[src/rtl/wb_copy_master.sv]
// Wishbone block-copy initiator: moves len_i 32-bit words from src to dst using
// single read/write cycles with cyc released between transfers.
module wb_copy_master #(
    parameter int LEN_W   = 16,
    parameter int TIMEOUT = 255
) (
    input  logic             wb_clk_i,
    input  logic             wb_rst_i,
    input  logic             start_i,
    input  logic [31:0]      src_addr_i,
    input  logic [31:0]      dst_addr_i,
    input  logic [LEN_W-1:0] len_i,
    output logic             busy_o,
    output logic             done_o,
    output logic             err_o,
    output logic [LEN_W-1:0] words_done_o,
    output logic [31:0]      wb_adr_o,
    output logic [31:0]      wb_dat_o,
    input  logic [31:0]      wb_dat_i,
    output logic [3:0]       wb_sel_o,
    output logic             wb_we_o,
    output logic             wb_cyc_o,
    output logic             wb_stb_o,
    input  logic             wb_ack_i,
    input  logic             wb_err_i
);

    localparam int              TO_W     = $clog2(TIMEOUT + 1);
    localparam logic [TO_W-1:0] TO_LIMIT = TO_W'(TIMEOUT);

    typedef enum logic [2:0] {IDLE, READ, RGAP, WRITE, WGAP, FINISH, FAULT} state_t;

    state_t           state_q, state_d;
    logic [31:0]      src_q, src_d, dst_q, dst_d;
    logic [31:0]      buf_q, buf_d, adr_q, adr_d;
    logic [LEN_W-1:0] len_q, len_d, words_q, words_d;
    logic [TO_W-1:0]  to_q, to_d;
    logic             busy_q, busy_d, done_q, done_d, err_q, err_d;
    logic             we_q, we_d, cyc_q, cyc_d;
    logic [3:0]       sel_q, sel_d;
    logic             last_word, to_expire, fault;

    always_comb begin
        state_d   = state_q;
        src_d     = src_q;
        dst_d     = dst_q;
        buf_d     = buf_q;
        adr_d     = adr_q;
        len_d     = len_q;
        words_d   = words_q;
        to_d      = to_q;
        busy_d    = busy_q;
        done_d    = 1'b0;
        err_d     = err_q;
        we_d      = we_q;
        cyc_d     = cyc_q;
        fault     = 1'b0;
        last_word = (words_q + LEN_W'(1)) == len_q;
        to_expire = (to_q + TO_W'(1)) == TO_LIMIT;

        case (state_q)
            IDLE: begin
                if (start_i) begin
                    err_d = 1'b0;
                    if (len_i != '0) begin
                        src_d   = {src_addr_i[31:2], 2'b00};
                        dst_d   = {dst_addr_i[31:2], 2'b00};
                        adr_d   = {src_addr_i[31:2], 2'b00};
                        len_d   = len_i;
                        words_d = '0;
                        to_d    = '0;
                        busy_d  = 1'b1;
                        cyc_d   = 1'b1;
                        we_d    = 1'b0;
                        state_d = READ;
                    end else begin
                        done_d  = 1'b1;
                        state_d = FINISH;
                    end
                end
            end
            READ: begin
                // err wins over a simultaneous ack
                if (wb_err_i) begin
                    fault = 1'b1;
                end else if (wb_ack_i) begin
                    buf_d   = wb_dat_i;
                    cyc_d   = 1'b0;
                    state_d = RGAP;
                end else if (to_expire) begin
                    fault = 1'b1;
                end else begin
                    to_d = to_q + TO_W'(1);
                end
            end
            RGAP: begin
                adr_d   = dst_q;
                we_d    = 1'b1;
                cyc_d   = 1'b1;
                to_d    = '0;
                state_d = WRITE;
            end
            WRITE: begin
                if (wb_err_i) begin
                    fault = 1'b1;
                end else if (wb_ack_i) begin
                    src_d   = src_q + 32'd4;
                    dst_d   = dst_q + 32'd4;
                    words_d = words_q + LEN_W'(1);
                    cyc_d   = 1'b0;
                    we_d    = 1'b0;
                    if (last_word) begin
                        busy_d  = 1'b0;
                        done_d  = 1'b1;
                        state_d = FINISH;
                    end else begin
                        state_d = WGAP;
                    end
                end else if (to_expire) begin
                    fault = 1'b1;
                end else begin
                    to_d = to_q + TO_W'(1);
                end
            end
            WGAP: begin
                adr_d   = src_q;
                we_d    = 1'b0;
                cyc_d   = 1'b1;
                to_d    = '0;
                state_d = READ;
            end
            FINISH:  state_d = IDLE;
            FAULT:   state_d = IDLE;
            default: state_d = IDLE;
        endcase

        if (fault) begin
            cyc_d   = 1'b0;
            we_d    = 1'b0;
            busy_d  = 1'b0;
            err_d   = 1'b1;
            done_d  = 1'b1;
            state_d = FAULT;
        end

        sel_d = cyc_d ? 4'hF : 4'h0;
    end

    always_ff @(posedge wb_clk_i) begin
        if (wb_rst_i) begin
            state_q <= IDLE;
            src_q   <= '0;
            dst_q   <= '0;
            buf_q   <= '0;
            adr_q   <= '0;
            len_q   <= '0;
            words_q <= '0;
            to_q    <= '0;
            busy_q  <= 1'b0;
            done_q  <= 1'b0;
            err_q   <= 1'b0;
            we_q    <= 1'b0;
            cyc_q   <= 1'b0;
            sel_q   <= 4'h0;
        end else begin
            state_q <= state_d;
            src_q   <= src_d;
            dst_q   <= dst_d;
            buf_q   <= buf_d;
            adr_q   <= adr_d;
            len_q   <= len_d;
            words_q <= words_d;
            to_q    <= to_d;
            busy_q  <= busy_d;
            done_q  <= done_d;
            err_q   <= err_d;
            we_q    <= we_d;
            cyc_q   <= cyc_d;
            sel_q   <= sel_d;
        end
    end

    assign busy_o       = busy_q;
    assign done_o       = done_q;
    assign err_o        = err_q;
    assign words_done_o = words_q;
    assign wb_adr_o     = adr_q;
    assign wb_dat_o     = buf_q;
    assign wb_sel_o     = sel_q;
    assign wb_we_o      = we_q;
    assign wb_cyc_o     = cyc_q;
    assign wb_stb_o     = cyc_q;

endmodule
[config.mk]
export PLATFORM = sky130hd
export DESIGN_NAME = wb_copy_master
export DESIGN_NICKNAME = d
export VERILOG_FILES = /design/src/rtl/wb_copy_master.sv
export SDC_FILE = /design/constraint.sdc
export NUM_CORES = 1
export LEC_CHECK = 0
export BUFFER_PORTS_ARGS = -buffer_cell sky130_fd_sc_hd__buf_2
export CORE_ASPECT_RATIO = 0.6
export CORE_MARGIN = 3
export CORE_UTILIZATION = 30
export CTS_BUF_LIST = sky130_fd_sc_hd__clkbuf_8
export DETAILED_ROUTE_END_ITERATION = 12
export REMOVE_ABC_BUFFERS = 1
export SKIP_CTS_REPAIR_TIMING = 1
export SYNTH_ARGS = -nofsm -noshare
export SYNTH_HDL_FRONTEND = slang
export SYNTH_SLANG_ARGS = --single-unit
export TNS_END_PERCENT = 30
[constraint.sdc]
create_clock -name wb_clk_i -period 2.33 [get_ports wb_clk_i]
set_clock_uncertainty 0.1 [all_clocks]
set_input_delay 0.233 -clock wb_clk_i [delete_from_list [all_inputs] [get_ports wb_clk_i]]
set_output_delay 0.233 -clock wb_clk_i [all_outputs]
set_load 0.05 [all_outputs]
=== Yosys cells after proc, flatten, opt, wreduce, memory -nomap -nowiden ===
Index checks and enable logic that the tools add are counted.

* Latch bits: 0
* Register bits: 180
* Bits in writable memories: 0
* ROM bits: 0
* Output and inout port bits: 90
* Logic and storage cells: 125
* Bits of input ports: 117
* Memories: 0

* Bitwise logic cells: 1
* Reductions and logical operators: 21
* Mux-type cells: 63
* Div/mod/pow operators: 0
* Equal/unequal tests: 21
* Order comparisons: 0
* Multipliers: 0
* $add $sub $neg: 4
* Shift operators: 0

{| class="wikitable"
|+ Operator list
! kind !! count
|-
| $mux W32 || 8
|-
| $pmux W32 S2 || 2
|-
| $pmux W32 S3 || 1
|-
| $add A32 B3 Y32 const B || 2
|-
| $mux W16 || 4
|-
| $mux W8 || 5
|-
| $pmux W16 S2 || 1
|-
| $mux W1 || 28
|-
| $pmux W8 S3 || 1
|-
| $mux W3 || 7
|-
| $ne A2 B2 Y1 const B || 10
|-
| $reduce_and A5 Y1 || 4
|-
| $add A16 B1 Y16 const B || 1
|-
| $eq A16 B16 Y1 || 1
|-
| $reduce_bool A16 Y1 || 1
|-
| $ne A3 B3 Y1 const B || 5
|-
| $pmux W3 S5 || 1
|-
| $reduce_and A6 Y1 || 2
|-
| $reduce_and A3 Y1 || 3
|-
| $add A8 B1 Y8 const B || 1
|-
| $eq A8 B8 Y1 const B || 1
|-
| $eq A3 B2 Y1 const B || 2
|-
| $reduce_bool A2 Y1 || 3
|-
| $reduce_bool A3 Y1 || 2
|-
| other kinds (11) || 14
|}

=== Logic depth before layout (Yosys ltp) ===
Gate-level depths: netlist of the first run.

* Word-level depth: 8
* Mapped depth: 10
* Gate-level depth less buffers: 8

=== Worst setup path after synthesis of the first run ===
Ideal clock, no wire load.

* Path type: reg2reg
* Start: reg words_q[0] (netlist: words_done_o[0])
* End: reg busy_q (netlist: busy_o)
* Library setup time: 0.115 ns
* Arrival time: 2.165 ns
* Setup slack: -0.049 ns
* Cell stages (with the launch flop): 8
* Data required time: 2.115 ns
* Path buffers: 0
* Clock period less this slack: 2.379 ns
* Cell sequence: dfxtp_1 > ha_1 > and3_1 > and3_1 > xnor2_1 > nor4_1 > nand4_1 > o21a_1

* Word-level cells in the longest chain between the ends: 4

{| class="wikitable"
|+ Ends and longest elaborated chain
! what !! RTL line !! source
|-
| from (decl) || 36 || <nowiki>logic [LEN_W-1:0] len_q, len_d, words_q, words_d;</nowiki>
|-
| from (signal assigned) || 172 || <nowiki>words_q <= words_d;</nowiki>
|-
| $add A16 B1 Y16 || 58 || <nowiki>last_word = (words_q + LEN_W'(1)) == len_q;</nowiki>
|-
| $eq A16 B16 Y1 || 58 ||
|-
| $ne A2 B2 Y1 (no source line) || n/a ||
|-
| $reduce_and A6 Y1 (no source line) || n/a ||
|-
| to (signal assigned) || 174 || <nowiki>busy_q <= busy_d;</nowiki>
|-
| to (decl) || 38 || <nowiki>logic busy_q, busy_d, done_q, done_d, err_q, err_d;</nowiki>
|}

Every way passes these cells.
A chain may end at the register's enable or synchronous reset.

=== Worst setup path in the final report of the first run ===
* Start: in len_i[7]
* End: reg adr_q[2] (netlist: wb_adr_o[2])

* Word-level cells in the longest chain between the ends: 3

{| class="wikitable"
|+ Ends and longest elaborated chain
! what !! RTL line !! source
|-
| from (decl) || 12 || <nowiki>input logic [LEN_W-1:0] len_i,</nowiki>
|-
| $reduce_bool A16 Y1 || 65 || <nowiki>if (len_i != '0) begin</nowiki>
|-
| $ne A2 B2 Y1 (no source line) || n/a ||
|-
| $reduce_and A3 Y1 (no source line) || n/a ||
|-
| to (signal assigned) || 170 || <nowiki>adr_q <= adr_d;</nowiki>
|-
| to (decl) || 35 || <nowiki>logic [31:0] buf_q, buf_d, adr_q, adr_d;</nowiki>
|}

Every way passes these cells.

==> results of run 1 <==
-- worst max path at each step --
| stage | start | to | slack (ns) | depth (start not counted) |
|---|---|---|---|---|
| after floorplan | state_q[1] | words_done_o[5] | -1.80 | 5 |
| after global routing | to_q[0] | to_q[7] | -0.06 | 8 |
| after CTS | to_q[0] | to_q[7] | -0.18 | 8 |
| final | len_i[7] | wb_adr_o[2] | 0.04 | 9 |
| after global placement | to_q[0] | to_q[7] | -0.14 | 8 |
| after detailed placement | to_q[1] | to_q[7] | -0.17 | 7 |
-- cell type report --
type	count	area, µm²
fill	2960	16700
sequential	171	3430
multi-input combinational	909	5020
timing repair buffer	388	2780
clock inverter	13	128
clock buffer	19	262
inverter	16	60.1
tap	400	500
-- routing by layer --
metal	vias up	wire (µm)	GRT usage
li1	4915	-	-
met1	4691	15100	0.284
met4	4	359	0.0444
met5	-	26	0
met2	392	13800	0.278
met3	28	2550	0.0558
-- state kept, by name (all words and copies together) (netlist names), 3 cells and up --
register	count
wb_adr_o	31
state_q	3
wb_dat_o	32
dst_q	30
src_q	30
to_q	8
len_q	16
words_done_o	16
-- power by group --
group | switching, mW | internal (mW)
clock | 1.17 | 0.995
combinational | 1.53 | 0.873
sequential | 0.228 | 3.21
-- cells by family after synthesis --
group / share of synthesized area
adders and majority gates: 0.00707
AOI/OAI and AO/OA: 0.274
buffers and inverters: 0.0533
DFF: 0.387
and+or+nand+nor: 0.251
xor gates and xnor gates: 0.0277
-- cell usage in the layout (no fill, tap or decap), types with 6 or more instances in the layout --
cell type,n
nand2_1,229
buf_2,201
dfxtp_1,167
a21oi_1,138
nor2_1,98
buf_4,89
dlygate4sd3_1,86
o21ai_0,72
nand3_1,40
a311oi_1,36
a22oi_1,31
nand4_1,25
xnor2_1,24
a211oi_1,21
a31oi_1,20
inv_1,19
clkbuf_8,19
and3_1,16
or3_1,15
o31ai_1,12
buf_12,12
and2_1,11
nor4_1,8
nand2b_1,8
o22ai_1,8
nor3_1,7
o31a_1,7
o32ai_1,7
and4_1,6
-- worst reg2reg max path: cells and delay by family (launching register included) --
kind	cells	cell delay [ns]
AOI/OAI and AO/OA	2	0.16
DFF	1	0.36
and+or+nand+nor	4	1.53
-- metrics by stage --
step | utilization | worst slack [ns]
after global routing | 0.421 | -0.0584
after floorplan | - | -1.80
after CTS | 0.390 | -0.178
final | 0.421 | 0.0409
after detailed placement | 0.377 | -0.166
after global placement | 0.377 | -0.142
==> run summary, run 1 <==
Initial antenna violation count: 2
Power per standard cell area: 658 nW/µm²
Fmax: 0.437 GHz
Area Overhead vs Synth: 37.6%
Layout cells sized above 1: 0.241
HPWL after DPL: 21.9 mm
Max Cap Viol: 0
Post-synthesis cell type count: 55
Depth of the CTS H-tree: 4
Top-area cell type share of the netlist area: 0.387
First-pass GRT wire length: 49.9 mm
Routed length per placed instance: 16.6 µm
Total gr overflow: 0
Hold EP: dst_q[27]
Overall Power: 8.01 mW
Setup TNS: 0 ns
Yosys reg bits: 171
Cells along the critical path: dlygate4sd3_1, buf_2, nor4_1, buf_4, a41oi_1, or2_2, o21a_2, buf_12, a311oi_1
Std-Cell Rows: 48
Iter 0 DRT Violations: 1003
Element type at the critical path start: primary input
Starting Density: 0.306
Most used flip-flop cell after synthesis: dfxtp_1
Die X: 228 µm
Max VDD drop: 0.351 mV
TritonCTS Sinks: 171
Period Utilization, post-route: 0.982
Leakage: 4.84 nW
Drt first pass iters: 7
Synth Area per Inst: 7.39 µm²
IO Pins: 207
Worst path bufs/invs: 4
Chip height: 139 µm
# diodes: 0
R2R Setup Slk: 0.04 ns
Top-count cell post-synth: nand2_1
Inserted Clock Buffers: 17
Tmin final: 2.29 ns
GPL Wtd Cong: 0.857
Post-Syn Area: 8850 µm²
Post-synth EDFFs: 0
Worst slew margin: 0.455
Final WL: 31.8 mm
Reg2reg start: dst_q[12]
CP max-delay cell: dlygate4sd3_1
DRC Markers: 0
Post-route insts no fill: 1916
Run status: complete, but fails checks
Failing checks: hold timing
Vias in the first global route: 8965
# nets final: 1625
CP top delay family: buffers and inverters
Total track usage: 0.194
IO buf count: 202
Die Area: 31700 µm²
Worst R2R End: dst_q[29]
Antenna viol nets, final: 0
CTS tree: yes
Hold slack: -0.0000730 ns
Hold Fails Final Rpt: 1
Clock Path Buffers: 2
Final setup fails: 0
Max stage delay on crit path: 0.54 ns
Worst EP arrival: 2.59 ns
Placed insts: 1798
R2R depth: 6
Routed vias: 10000
RSZ-0062 raised after global routing: true
Clock transition at the registers of the reported paths: 0.09 ns
Synth top cells by count: nand2_1, dfxtp_1, a21oi_1
Clock latency on the worst-skew pair: 0.50 ns
Synth Instances: 1197
Async S/R FF share, synth: 0
Post-layout instance area: 12200 µm²
Via density: 5.23
Synth area leaders: dfxtp_1, nand2_1, a21oi_1
CP Capture Type: flop
Yosys warns: 0
Placed Area: 10900 µm²
Hold Crit Start: dst_addr_i[27]
Final Max Tran Viols: 0
Largest net degree at the start of global routing: 89
Hold/Removal Path Class: in -> reg
Critical Path RT: 2.63 ns
Worst Max-Slew Pin Slew: 0.817 ns
Setup CP Type: in -> reg
Hold path cells: 5
Sequential area share after synthesis: 0.387
Core box area: 28900 µm²
Critical-path maximum fanout: 62
Area leader, netlist: dfxtp_1
Clock Tree Root: clkbuf_8
Note: power is estimated with default switching activity, not from simulation.
==> run 2: changes to the inputs <==
- ABC_AREA: not set -> 1
- CTS_CLUSTER_SIZE: not set -> 40
==> run 2 against run 1 <==
Against the previous run: the run still ends with hold timing left; final cell count grew 11%; worst hold slack lost 0.043 ns; synthesized cell count grew 17%; flip-flop and latch count is the same; combinational power grew to 3.2 times the previous value; sequential power grew 38%; register-to-register slack gained 0.12 ns; via count grew 6.7%; fmax grew 2.1%; routed wire length grew 11%; critical path type unchanged.
==> run summary, run 2 <==
Antenna viol nets, final: 0 (unchanged)
Hold path cells: 3 (-2)
Critical Path RT: 2.63 ns (about the same)
Yosys warns: 0 (unchanged)
Max VDD drop: 0.611 mV (+74%)
Synth top cells by count: nand2_1, dfxtp_1, nor2_1
Worst slew margin: 0.593 (+0.138)
Hold EP: len_q[13]
Post-synthesis adder-cell area fraction: 0.00677 (-0.000297)
Post-Syn Area: 9240 µm² (+4.4%)
Most used flip-flop cell after synthesis: dfxtp_1
Initial antenna violation count: 3 (+1)
First-pass GRT wire length: 51.7 mm (+3.6%)
Fmax: 0.446 GHz (+2.1%)
Element type at the critical path start: primary input
TritonCTS Sinks: 171 (unchanged)
Main combinational cell family by area after synthesis: simple AND/OR/NAND/NOR gates
Compound-Gate Fraction of Synth Area: 0.243 (-0.0313)
Iter 0 DRT Violations: 1031 (+2.8%)
R2R Setup Slk: 0.16 ns (+0.12 ns)
Routed length per placed instance: 16.6 µm (about the same)
Hold Crit Start: len_i[13]
Clock Path Buffers: 2 (unchanged)
Worst EP arrival: 2.54 ns (-0.05 ns)
Clock Tree Root: clkbuf_8
WL met3: 3.40 mm (+33%)
Reg2reg start: state_q[2]
Yosys reg bits: 171 (unchanged)
DRC Markers: 0 (unchanged)
Synth Area per Inst: 6.62 µm² (-10%)
Hold slack: -0.0426 ns (-0.0425 ns)
Fin worst setup slack: 0.0880 ns (+0.0471 ns)
Async S/R FF share, synth: 0 (unchanged)
Std-Cell Rows: 49 (+2.1%)
Depth of the CTS H-tree: 4 (unchanged)
CP Capture Type: flop
IO Pins: 207 (unchanged)
R2R depth: 7 (+1)
HPWL after DPL: 24.8 mm (+13%)
Largest net degree at the start of global routing: 79 (-11%)
Via density: 5.04 (-3.7%)
Top-area cell type share of the netlist area: 0.371 (-0.0162)
Critical-path maximum fanout: 39 (-37%)
RSZ-0062 raised after global routing: true
Final setup fails: 0 (unchanged)
Starting Density: 0.306 (about the same)
Hold/Removal Path Class: in -> reg
Total track usage: 0.201 (+0.00761)
# nets final: 1822 (+12%)
FILL cells: 3173 (+7.2%)
CP max-delay cell: dlygate4sd3_1
Drt first pass iters: 5 (-2)
Max Cap Viol: 0 (unchanged)
Post-synthesis xor/xnor area fraction: 0.0142 (-0.0135)
Post-layout instance area: 12600 µm² (+3.5%)
Top-count cell post-synth: nand2_1
IO buf count: 202 (unchanged)
Routed vias: 10700 (+6.7%)
Post-synth EDFFs: 0 (unchanged)
Post-synthesis simple-gate area fraction: 0.271 (+0.0197)
Power per standard cell area: 1200 nW/µm² (+82%)
Vias in the first global route: 9195 (+2.6%)
Commonest non-fill, non-tap cells in the layout: nand2_1, buf_2, dfxtp_1, nor2_1, o21ai_0
Layout cells sized above 1: 0.207 (-0.0341)
CTS tree: yes
Tmin final: 2.24 ns (-0.0471 ns)
GPL Wtd Cong: 0.926 (+8.0%)
Total gr overflow: 0 (unchanged)
Setup CP Type: in -> reg
Clock latency on the worst-skew pair: 0.50 ns (about the same)
Die X: 233 µm (+2.1%)
Most common cell after layout, fill and taps aside: nand2_1
Period Utilization, post-route: 0.962 (-0.0202)
Hold Fails Final Rpt: 2 (+1)
Largest register FFs: 32 (unchanged)
Max stage delay on crit path: 0.54 ns (about the same)
Sequential area share after synthesis: 0.371 (-0.0162)
Cells along the critical path: dlygate4sd3_1, buf_2, nor2_1, nand2_1, nor2_1, nand2_1, a21oi_1, nor2_4, buf_12, clkbuf_16, a221oi_1
Area Overhead vs Synth: 36.3%
Area leader, netlist: dfxtp_1
Final Max Tran Viols: 0 (unchanged)
DR top layer: met5
Worst R2R End: wb_adr_o[13]
Failing checks: hold timing
Die Area: 33000 µm² (+4.2%)
Core box area: 30200 µm² (+4.4%)
Post-synthesis cell type count: 40 (-27%)
Chip height: 142 µm (+2.1%)
Setup TNS: 0 ns (unchanged)
Run status: complete, but fails checks
Synth Instances: 1395 (+17%)
Met2 Routed Length: 14.5 mm (+5.1%)
Post-synthesis mux area share: 0 (unchanged)
Worst Max-Slew Pin Slew: 0.609 ns (-0.209 ns)
Placed Area: 11100 µm² (+1.9%)
Clock transition at the registers of the reported paths: 0.10 ns (about the same)
Final WL: 35.3 mm (+11%)
Crit path from: len_i[3]
Inserted Clock Buffers: 17 (unchanged)
Leakage: 5.31 nW (+9.7%)
Wl on met1: 17.0 mm (+12%)
Place WS: 0.0823 ns (+0.248 ns)
Synth area leaders: dfxtp_1, nand2_1, o21ai_0
## run 2: kinds of logic (layout without fill, tap and decap cells)
kind of cell             after synthesis  count (layout)
AO/OA/AOI/OAI                        404             404
XOR/XNOR                              15              15
adder cells (fa/ha/maj)                5               5
buffers and inverters                217             535
flip-flops                           171             171
other                                  0               2
AND/OR/NAND/NOR                      583             583
## run 2: cell type report
cell class,instances,area [µm²],share of cell area
Inverter,140,526,0.0417
Multi-Input combinational cell,1007,5000,0.397
Antenna cell,2,5.00,0.000397
Clock inverter,15,235,0.0187
Clock buffer,17,234,0.0186
Timing Repair Buffer,363,2660,0.211
Tap cell,408,510,0.0405
Sequential cell,171,3430,0.272
## run 2: layer usage
metal | vias up | global-route usage
met1 | 4942 | 0.303
met4 | 2 | 0.0489
met5 | - | 0
met3 | 33 | 0.0670
li1 | 5323 | -
met2 | 397 | 0.272
## run 2: worst max-delay path: cells and delay by family
family | cells | cell delay (ns)
simple gates | 5 | 0.71
buf+inv | 4 | 1.03
compound gates | 2 | 0.54
## run 2: metrics by stage
step | cells | hold slack (ns) | utilization | power, mW
2_1_floorplan | 1318 | 0.202 | - | 9.46
3_3_place_gp | 1995 | 0.343 | 0.367 | 11.9
3_5_place_dp | 1995 | 0.353 | 0.367 | 12.0
4_1_cts | 2027 | -0.169 | 0.383 | 14.6
5_1_grt | 2123 | 0.000727 | 0.418 | 16.2
6_report | 2123 | -0.0426 | 0.418 | 15.1
## run 2: where the power goes
group	internal, mW	leakage (nW)	total (mW)	switching (mW)
sequential	3.90	1.41	4.73	0.831
clock	1.30	0.233	2.56	1.26
combinational	2.55	3.66	7.83	5.28
## run 2: worst max-delay path by stage
stage	to	slack [ns]
finish	dst_q[16]	0.09
global route	src_q[28]	-0.04
CTS	dst_q[11]	0.01
detailed placement	dst_q[6]	0.08
global placement	busy_o	0.10
floorplan	dst_q[15]	-2.67
==> run 3: changes to the inputs <==
- CORE_UTILIZATION: 30 -> 35
==> run 3 against run 2 <==
Against the previous run: the run still ends with hold timing left; critical path depth rose by 1; sequential power is essentially flat; non-clock buffer count down 5; combinational power fell by 2.6%; via count down 0.54%; clock-buffer cell count increased by 3; highest routed layer unchanged.
==> run summary, run 3 (synthesis results as in run 2) <==
Post-route insts no fill: 2060 (-3.0%)
Setup CP Type: reg -> reg
Hold/Removal Path Class: in -> reg
Drt first pass iters: 5 (unchanged)
Placed Area: 11000 µm² (-1.2%)
Area Overhead vs Synth: 34.3%
Routed length per placed instance: 16.6 µm (-0.13%)
Die X: 216 µm (-7.2%)
Total gr overflow: 0 (unchanged)
Final setup fails: 0 (unchanged)
Leakage: 5.24 nW (-1.2%)
Worst Max-Slew Pin Slew: 0.496 ns (-0.113 ns)
Depth of the CTS H-tree: 4 (unchanged)
Max VDD drop: 0.630 mV (+3.1%)
Most common cell after layout, fill and taps aside: nand2_1
Period Utilization, post-route: 0.956 (-0.00621)
Largest net degree at the start of global routing: 103 (+30%)
Clock Path Buffers: 2 (unchanged)
Vias in the first global route: 9009 (-2.0%)
HPWL after DPL: 23.0 mm (-7.3%)
Overall Power: 14.7 mW (-2.8%)
Fin worst setup slack: 0.103 ns (+0.0145 ns)
DRC Markers: 0 (unchanged)
Clock latency on the worst-skew pair: 0.50 ns (about the same)
Die Area: 28400 µm² (-14%)
# diodes: 0 (-2)
Hold Fails Final Rpt: 8 (+6)
Gate power share: 0.519 (about the same)
Via density: 5.16 (+2.5%)
Worst EP arrival: 2.51 ns (-0.03 ns)
Routed vias: 10600 (-0.54%)
Place WS: 0.0531 ns (-0.0292 ns)
Hold slack: -0.0491 ns (-0.00648 ns)
IO Pins: 207 (unchanged)
Hold Crit Start: src_addr_i[27]
Crit path from: src_q[4]
Reg2reg start: src_q[4]
Iter 0 DRT Violations: 1040 (+0.87%)
Final Max Tran Viols: 0 (unchanged)
CTS tree: yes
Tmin final: 2.23 ns (-0.0145 ns)
Element type at the critical path start: flop
Max Cap Viol: 0 (unchanged)
Critical-path maximum fanout: 7 (-82%)
FILL cells: 2586 (-18%)
Fmax: 0.449 GHz (+0.65%)
Run status: complete, but fails checks
Commonest non-fill, non-tap cells in the layout: nand2_1, buf_2, dfxtp_1, nor2_1, o21ai_0
IO buf count: 202 (unchanged)
Post-Route Utilization: 0.484 (+0.0669)
Total track usage: 0.223 (+0.0217)
Clock Tree Root: clkbuf_8
RSZ-0062 raised after global routing: true
Int Pwr: 7.47 mW (-3.7%)
Layout cells sized above 1: 0.207 (about the same)
Std-Cell Rows: 45 (-8.2%)
Antenna viol nets, final: 0 (unchanged)
Clock power frac: 0.157 (-0.012)
Net Sw Frac: 0.492 (+0.00436)
CP Capture Type: flop
Largest register FFs: 32 (unchanged)
Worst slew margin: 0.668 (+0.0758)
Inserted Clock Buffers: 17 (unchanged)
Power per standard cell area: 1180 nW/µm² (-1.4%)
Placed insts: 1931 (-3.2%)
First-pass GRT wire length: 50.6 mm (-2.1%)
Switching power: 7.23 mW (-2.0%)
Failing checks: hold timing
# nets final: 1817 (-0.27%)
Starting Density: 0.361 (+0.0543)
Sequential share of power: 0.323 (+0.010)
TritonCTS Sinks: 171 (unchanged)
R2R Setup Slk: 0.10 ns (-0.06 ns)
Initial antenna violation count: 1 (-2)
Core box area: 25600 µm² (-15%)
GPL Wtd Cong: 0.959 (+3.6%)
Chip height: 132 µm (-7.1%)
Clock transition at the registers of the reported paths: 0.10 ns (about the same)
Final WL: 34.2 mm (-3.1%)
Critical Path RT: 2.61 ns (-0.02 ns)
Post-layout instance area: 12400 µm² (-1.5%)
[run 3: changes by cell type in the layout (fill, tap and decap cells not counted), moves of 3 or more]
cell,change
dfxtp_2,+5
buf_4,-5
clkbuf_8,+3
inv_6,-4
dfxtp_1,-5
[run 3: metrics by stage]
| step | hold slack (ns) | setup TNS (ns) |
|---|---|---|
| final | -0.0491 | 0 |
| after global routing | 0.00224 | -0.0132 |
| after CTS | -0.155 | 0 |
| after detailed placement | 0.350 | 0 |
| after global placement | 0.341 | 0 |
| after floorplan | 0.202 | -202.97 |
[run 3: worst paths after layout]
path                                     end  cells past startpoint
worst max-delay path               src_q[29]                     12
worst max register to register     src_q[29]                     12
worst min-delay path            wb_adr_o[27]                      3
worst min register to register   wb_adr_o[1]                      2
[run 3: critical path: stages (launching register included)]
cell and delay [ns]:
dfxtp_1 0.46, nand3_1 0.18, nor2_1 0.12, buf_4 0.15, nand4_1 0.18, inv_1 0.10, nand2_1 0.09, nor2_1 0.21
inv_1 0.10, o21ai_0 0.15, nand3_1 0.09, o211ai_1 0.09, a21oi_1 0.08
[run 3: power by group through the flow]
stage	logic [mW]	clock network (mW)	registers, mW
floorplan	3.39	0	6.07
global placement	7.14	0	4.74
detailed placement	7.22	0	4.76
CTS	7.26	2.37	4.70
global route	8.35	2.48	4.88
finish	7.63	2.31	4.75
[run 3: area by class of cell]
type | count | area, µm² | share of cell area
clock inverters | 12 | 148 | 0.0119
flip-flops and latches | 171 | 3430 | 0.277
well taps | 352 | 440 | 0.0355
clock buffers | 20 | 275 | 0.0222
repair buffers | 358 | 2600 | 0.209
inverters | 140 | 526 | 0.0423
multi-input cells | 1007 | 4990 | 0.402
[run 3: metal layers]
| metal | track usage | up-vias | routed length [µm] |
|---|---|---|---|
| met5 | 0 | - | 7 |
| met4 | 0.0477 | 2 | 374 |
| met3 | 0.0620 | 28 | 3440 |
| met2 | 0.290 | 462 | 13300 |
| met1 | 0.355 | 4838 | 17000 |
| li1 | - | 5309 | - |
